<file path="config.mk">
export PLATFORM = sky130hd
export DESIGN_NAME = ahb_mem_slave
export DESIGN_NICKNAME = d
export VERILOG_FILES = /design/src/rtl/ahb_pkg.sv /design/src/rtl/ahb_lane_decoder.sv /design/src/rtl/ahb_mem_slave.sv
export SDC_FILE = /design/constraint.sdc
export NUM_CORES = 2
export LEC_CHECK = 0
export BUFFER_PORTS_ARGS = -buffer_cell sky130_fd_sc_hd__buf_2
export CAP_MARGIN = 15
export CORE_ASPECT_RATIO = 1.2
export CORE_MARGIN = 2
export CORE_UTILIZATION = 45
export CTS_CLUSTER_DIAMETER = 30
export DETAILED_ROUTE_END_ITERATION = 16
export PLACE_DENSITY = 0.62
export RECOVER_POWER = 50
export REMOVE_ABC_BUFFERS = 1
export SLEW_MARGIN = 20
export SYNTH_ARGS = -nofsm -noshare
export SYNTH_HDL_FRONTEND = slang
export SYNTH_SLANG_ARGS = --single-unit
</file>
<file path="constraint.sdc">
create_clock -name HCLK -period 3.6 [get_ports HCLK]
set_clock_uncertainty 0.2 [all_clocks]
set_input_delay 0.18 -clock HCLK [delete_from_list [all_inputs] [get_ports HCLK]]
set_output_delay 0.18 -clock HCLK [all_outputs]
set_load 0.02 [all_outputs]
</file>
<file path="src/rtl/ahb_pkg.sv">
// Shared AHB-Lite types for the memory subordinate.
// Transfer encodings, size codes, response codes and responder states.
package ahb_pkg;

    typedef enum logic [1:0] {
        HT_IDLE   = 2'd0,
        HT_BUSY   = 2'd1,
        HT_NONSEQ = 2'd2,
        HT_SEQ    = 2'd3
    } htrans_e;

    localparam logic [2:0] SIZE_BYTE = 3'd0;
    localparam logic [2:0] SIZE_HALF = 3'd1;
    localparam logic [2:0] SIZE_WORD = 3'd2;

    localparam logic HRESP_OKAY  = 1'b0;
    localparam logic HRESP_ERROR = 1'b1;

    typedef enum logic [2:0] {
        S_IDLE,
        S_WAIT,
        S_XFER,
        S_ERR1,
        S_ERR2
    } slv_state_e;

endpackage

</file>
<file path="src/rtl/ahb_lane_decoder.sv">
// Address-phase byte-lane decode: HSIZE + HADDR[1:0] to strobe.
// Flags halfword/word accesses that are not naturally aligned.
module ahb_lane_decoder
    import ahb_pkg::*;
(
    input  logic [2:0] size_i,
    input  logic [1:0] addr_i,
    output logic [3:0] strb_o,
    output logic       misalign_o
);

    always_comb begin
        strb_o     = 4'b0000;
        misalign_o = 1'b0;
        case (size_i)
            SIZE_BYTE: strb_o = 4'b0001 << addr_i;
            SIZE_HALF: begin
                strb_o     = 4'b0011 << addr_i;
                misalign_o = addr_i[0];
            end
            SIZE_WORD: begin
                strb_o     = 4'b1111;
                misalign_o = |addr_i;
            end
            default: strb_o = 4'b0000;
        endcase
    end

endmodule

</file>
<file path="src/rtl/ahb_mem_slave.sv">
// AHB-Lite word-organised scratch memory with optional wait states.
// Out-of-range, misaligned or oversize accesses get a two-cycle ERROR.
module ahb_mem_slave
    import ahb_pkg::*;
#(
    parameter int MEM_DEPTH   = 64,
    parameter int WAIT_STATES = 0
) (
    input  logic        HCLK,
    input  logic        HRESETn,
    input  logic        HSEL,
    input  logic [31:0] HADDR,
    input  logic        HWRITE,
    input  logic [2:0]  HSIZE,
    input  logic [2:0]  HBURST,
    input  logic [3:0]  HPROT,
    input  logic [1:0]  HTRANS,
    input  logic        HMASTLOCK,
    input  logic        HREADY,
    input  logic [31:0] HWDATA,
    output logic [31:0] HRDATA,
    output logic        HREADYOUT,
    output logic        HRESP
);

    localparam int          AW        = $clog2(MEM_DEPTH);
    localparam logic [31:0] MEM_BYTES = 32'(MEM_DEPTH * 4);
    localparam logic [3:0]  WS_LOAD   =
        4'(WAIT_STATES > 0 ? WAIT_STATES - 1 : 0);

    slv_state_e    state_q;
    logic [3:0]    cnt_q;
    logic [AW-1:0] idx_q;
    logic [3:0]    strb_q;
    logic          write_q;
    logic          hreadyout_q;
    logic          hresp_q;
    logic [31:0]   mem_q [MEM_DEPTH];

    htrans_e    htrans;
    logic [3:0] strb;
    logic       misalign;
    logic       err;
    logic       samp;
    logic       unused_ok;

    assign unused_ok = ^{HBURST, HPROT, HMASTLOCK};

    assign htrans = htrans_e'(HTRANS);
    assign samp   = HSEL && HREADY &&
                    (htrans == HT_NONSEQ || htrans == HT_SEQ);
    assign err    = (HSIZE > SIZE_WORD) || misalign ||
                    (HADDR >= MEM_BYTES);

    ahb_lane_decoder u_lane (
        .size_i     (HSIZE),
        .addr_i     (HADDR[1:0]),
        .strb_o     (strb),
        .misalign_o (misalign)
    );

    always_ff @(posedge HCLK or negedge HRESETn) begin
        if (!HRESETn) begin
            state_q     <= S_IDLE;
            cnt_q       <= '0;
            idx_q       <= '0;
            strb_q      <= '0;
            write_q     <= 1'b0;
            hreadyout_q <= 1'b1;
            hresp_q     <= HRESP_OKAY;
            for (int i = 0; i < MEM_DEPTH; i++) begin
                mem_q[i] <= '0;
            end
        end else begin
            if (state_q == S_XFER && write_q) begin
                for (int b = 0; b < 4; b++) begin
                    if (strb_q[b]) begin
                        mem_q[idx_q][8*b +: 8] <= HWDATA[8*b +: 8];
                    end
                end
            end
            case (state_q)
                S_WAIT: begin
                    if (cnt_q == 4'd0) begin
                        state_q     <= S_XFER;
                        hreadyout_q <= 1'b1;
                    end else begin
                        cnt_q <= cnt_q - 4'd1;
                    end
                end
                S_ERR1: begin
                    state_q     <= S_ERR2;
                    hreadyout_q <= 1'b1;
                    hresp_q     <= HRESP_ERROR;
                end
                // IDLE, XFER and ERR2 all accept a new address phase
                default: begin
                    state_q     <= S_IDLE;
                    hreadyout_q <= 1'b1;
                    hresp_q     <= HRESP_OKAY;
                    if (samp) begin
                        idx_q   <= HADDR[AW+1:2];
                        strb_q  <= strb;
                        write_q <= HWRITE;
                        if (err) begin
                            state_q     <= S_ERR1;
                            hreadyout_q <= 1'b0;
                            hresp_q     <= HRESP_ERROR;
                        end else if (WAIT_STATES > 0) begin
                            state_q     <= S_WAIT;
                            cnt_q       <= WS_LOAD;
                            hreadyout_q <= 1'b0;
                        end else begin
                            state_q <= S_XFER;
                        end
                    end
                end
            endcase
        end
    end

    assign HREADYOUT = hreadyout_q;
    assign HRESP     = hresp_q;
    assign HRDATA    = (state_q == S_XFER && !write_q) ?
                       mem_q[idx_q] : 32'h0;

endmodule

</file>
==> summary.md <==
| Metric | Value |
|---|---|
| Run status | `complete, but fails checks` |
| Violated checks | `hold timing, capacitance limit, slew limit, setup timing` |
| Worst min-delay path startpoint | `HADDR[25]` |
| Worst min path class | `input pin to flop` |
| Netlist cell types | `76` |
| Layout Utilization | `0.576` |
| Worst reg2reg path endpoint | `mem_q[1425]` |
| Ranking of synthesized cells by area | `dfrtp_1, mux2_2, a221oi_1, a22oi_1, mux2_1` |
| # IOs | `116` |
| Worst hold slack | `-0.0401 ns` |
| P_sw | `23.4 mW` |
| Post-synth EDFFs | `0` |
| First-pass GRT wire length | `about 500000 um` |
| Fin crit share | `1.18` |
| CTS Sinks | `2068` |
| WL/cell | `33.5 um` |
| Reg-to-Reg Start | `idx_q[5]` |
| Die area | `212000 um2` |
| WL final | `approximately 360000 um` |
| Synthesized instance count | `about 7000` |
| PwrDens | `about 670 nW/um2` |
| Initial antenna violation count | `17` |
| Worst Setup End Kind | `output port` |
| Core box area | `207000 um2` |
| CTS root buf | `clkbuf_16` |
| Port Buffers | `106` |
| Fraction of layout cells with a size suffix above 1 | `0.477` |
| CTS buffer count | `approximately 400` |
| Dpl ws | `-0.409 ns` |
| Clock transition at path regs | `0.05 ns` |
| Vias in the first global route | `71600` |
| Initial drt markers | `approximately 6900` |
| Peak supply drop | `0.618 mV` |
| Max transition margin | `-0.0845` |
| Part of the Yosys area used for sequential elements | `0.552` |
| Top_reg_cell synth | `dfrtp_1` |
| H-tree lvl count | `5` |
| Pleak | `49.5 nW` |
| Nets | `7744` |
| Mapped Avg Cell Area | `13.4 um2` |
| Post-synth ARST share | `1.00` |
| Critical path startpoint category | `flop` |
| Synth Register Bits | `2068` |
| Worst Max-Slew Pin Slew | `1.63 ns` |
| Clock Tree Buf Depth | `4` |
| Clock network fraction of total power | `0.484` |
| Die span in x | `421 um` |
| Multi-input gate area | `a little over 40000 um2` |
| MaxCap Viol Count | `5` |
| GRT Resource Usage Total | `0.335` |
| Largest net degree at the start of global routing | `between 100 and 150` |
| Via count | `between 60000 and 70000` |
| Internal power | `56.3 mW` |
| Area growth syn-to-layout | `27.3%` |
| CTS tree | `built` |
| Final setup viols | `82` |
| RSZ-0062 raised after global routing | `yes` |
| CP arrival | `3.86 ns` |
| Die Ht | `about 500 um` |
| Crit-path max FO | `13` |
| Final GP Congestion | `roughly 0.96` |
| Initial Util | `0.452` |
| Post-route ant nets | `0` |
| DRC | `0` |
| Final setup margin | `-0.640 ns` |
| Placed cell area | `100000 um2` |
| Fin crit period | `approximately 4.2 ns` |
| Worst reg-to-reg setup slack | `-0.15 ns` |
| Share of the synthesized area in the top cell type | `0.552` |
| Dpl hpwl | `roughly 220000 um` |
| Via density | `around 6.5` |
| Overflow after GRT | `0` |
| Path type of the worst setup path | `flop to output port` |
| Hold Crit Endpoint | `state_q[0]` |
| Worst R2R Path Depth | `7` |
| Fin area | `approximately 120000 um2` |
| Warnings, synthesis | `0` |
| Placed cell count | `9785` |
| Row cnt | `183` |
| Fin. max-slew vios | `367` |
| Layout Cells excl Fill | `around 11000` |
| WHS Path Cells | `6` |
| Drt pass-1 iters | `6` |
| # fillers | `16300` |
| Fmax | `236 MHz` |
| Worst EP required | `3.22 ns` |
| Synthesized area | `93800 um2` |
| Final Hold Viols | `2` |
| Comb power frac | `0.200` |
| Area leader, netlist | `dfrtp_1` |
| Clk_lat worst skew | `approximately 1 ns` |
| Switching share of total power | `0.293` |
| Seq pwr share | `0.316` |
| Reg area | `about 52000 um2` |
-- metrics by stage --
stage                     TNS (ns)  power (mW)
after floorplan                  -        32.1
after global placement      -0.705        38.1
after detailed placement    -0.477        38.3
after CTS                   -15.43        78.9
after global routing        -17.81        81.5
final                       -19.49        79.7
-- worst max path at each step --
| stage | from | slack (ns) | end | cells after the start |
|---|---|---|---|---|
| after floorplan | idx_q[1] | -14.80 | mem_q[1600] | 5 |
| after global placement | idx_q[0] | -0.63 | HRDATA[23] | 8 |
| after detailed placement | idx_q[0] | -0.41 | HRDATA[23] | 8 |
| after CTS | idx_q[2] | -0.56 | HRDATA[18] | 11 |
| after global routing | idx_q[1] | -0.62 | HRDATA[7] | 10 |
| final | idx_q[4] | -0.64 | HRDATA[25] | 9 |
-- cell usage in the layout (no fill, tap or decap), types with 28 or more instances in the layout --
cell type,n
bufinv_16,54
buf_12,113
a21oi_1,70
inv_6,36
a221oi_2,43
clkbuf_1,48
clkinv_2,74
a22oi_2,36
mux2_2,1934
o22ai_1,102
mux2_1,170
a221o_1,29
a22oi_1,311
buf_4,445
o21ai_1,28
nand2_2,40
dlygate4sd3_1,80
mux4_2,46
mux2i_1,96
buf_6,48
nor2_1,190
a221oi_1,331
nor3_1,28
clkbuf_8,42
o21ai_0,82
clkinv_4,35
nand2_1,308
clkbuf_16,419
dfrtp_1,2063
buf_16,29
buf_2,76
clkinvlp_4,39
-- synth_stat cells (31+ instances only) --
master	number
mux4_2	46
a31oi_1	45
buf_4	31
nand2_1	324
mux2i_1	99
o22ai_1	115
a21oi_1	89
nor2_1	213
clkbuf_1	295
a221oi_1	375
nor3_1	42
mux2_2	1938
buf_2	203
o221ai_1	32
buf_1	54
dfrtp_1	2067
mux2_1	170
a22oi_1	347
o21ai_0	118
-- cells by family (layout without fill, tap and decap cells) --
| group | Yosys count | after routing | synth area share |
|---|---|---|---|
| mux | 2254 | 2254 | 0.275 |
| flops | 2068 | 2068 | 0.552 |
| compound gates | 1323 | 1323 | 0.107 |
| simple gates | 737 | 738 | 0.0354 |
| buf+inv | 612 | 1603 | 0.0301 |
| xor+xnor | 2 | 2 | 0.000187 |
| fa+ha+maj | 1 | 1 | 0.000133 |
| other cells | 0 | 7 | 0 |
-- cell type report --
type / count / share of cell area
Antenna cell: 7 / 0.000147
Clock inverter: 242 / 0.0249
Timing Repair Buffer: 861 / 0.0763
Sequential cell: 2068 / 0.434
Inverter: 9 / 0.000556
Multi-Input combinational cell: 4318 / 0.343
Clock buffer: 491 / 0.0922
Tap cell: 2775 / 0.0291
-- what timing repair did --
item,CTS,global route
setup endpoints to repair,32,148
buffers inserted,115,25
pin swaps,79,57
hold endpoints to repair,3355,0
cloned,24,9
hold buffers,83,0
resized for setup,374,110
-- per-layer routing --
layer / part of all wire / up-vias / track usage
li1: - / 28000 / -
met1: 0.38 / 37100 / 0.424
met2: 0.46 / 3652 / 0.517
met3: 0.090 / 1054 / 0.0819
met4: 0.073 / 28 / 0.207
met5: 0.00047 / - / 0
-- state kept, by name (all words and copies together) (netlist names) --
register,flops
HREADYOUT,1
HRESP,1
cnt_q,4
idx_q,6
mem_q,2048
state_q,3
strb_q,4
write_q,1
-- worst max-delay path: stages, from the launching register on --
cell      delay, ns
dfrtp_2        0.50
buf_4          0.27
and3b_4        0.39
buf_4          0.31
nand2_1        0.18
buf_4          0.27
o22ai_1        0.25
a211oi_2       0.14
a31oi_1        0.36
buf_4          0.22
-- power by group through the flow --
stage	logic, mW	clock network (mW)	registers [mW]
finish	16.0	38.5	25.2
global route	16.3	40.0	25.3
CTS	15.1	38.7	25.1
detailed placement	12.8	0	25.5
global placement	12.7	0	25.4
floorplan	6.38	0	25.7
Power figures use the tool's default switching activity.
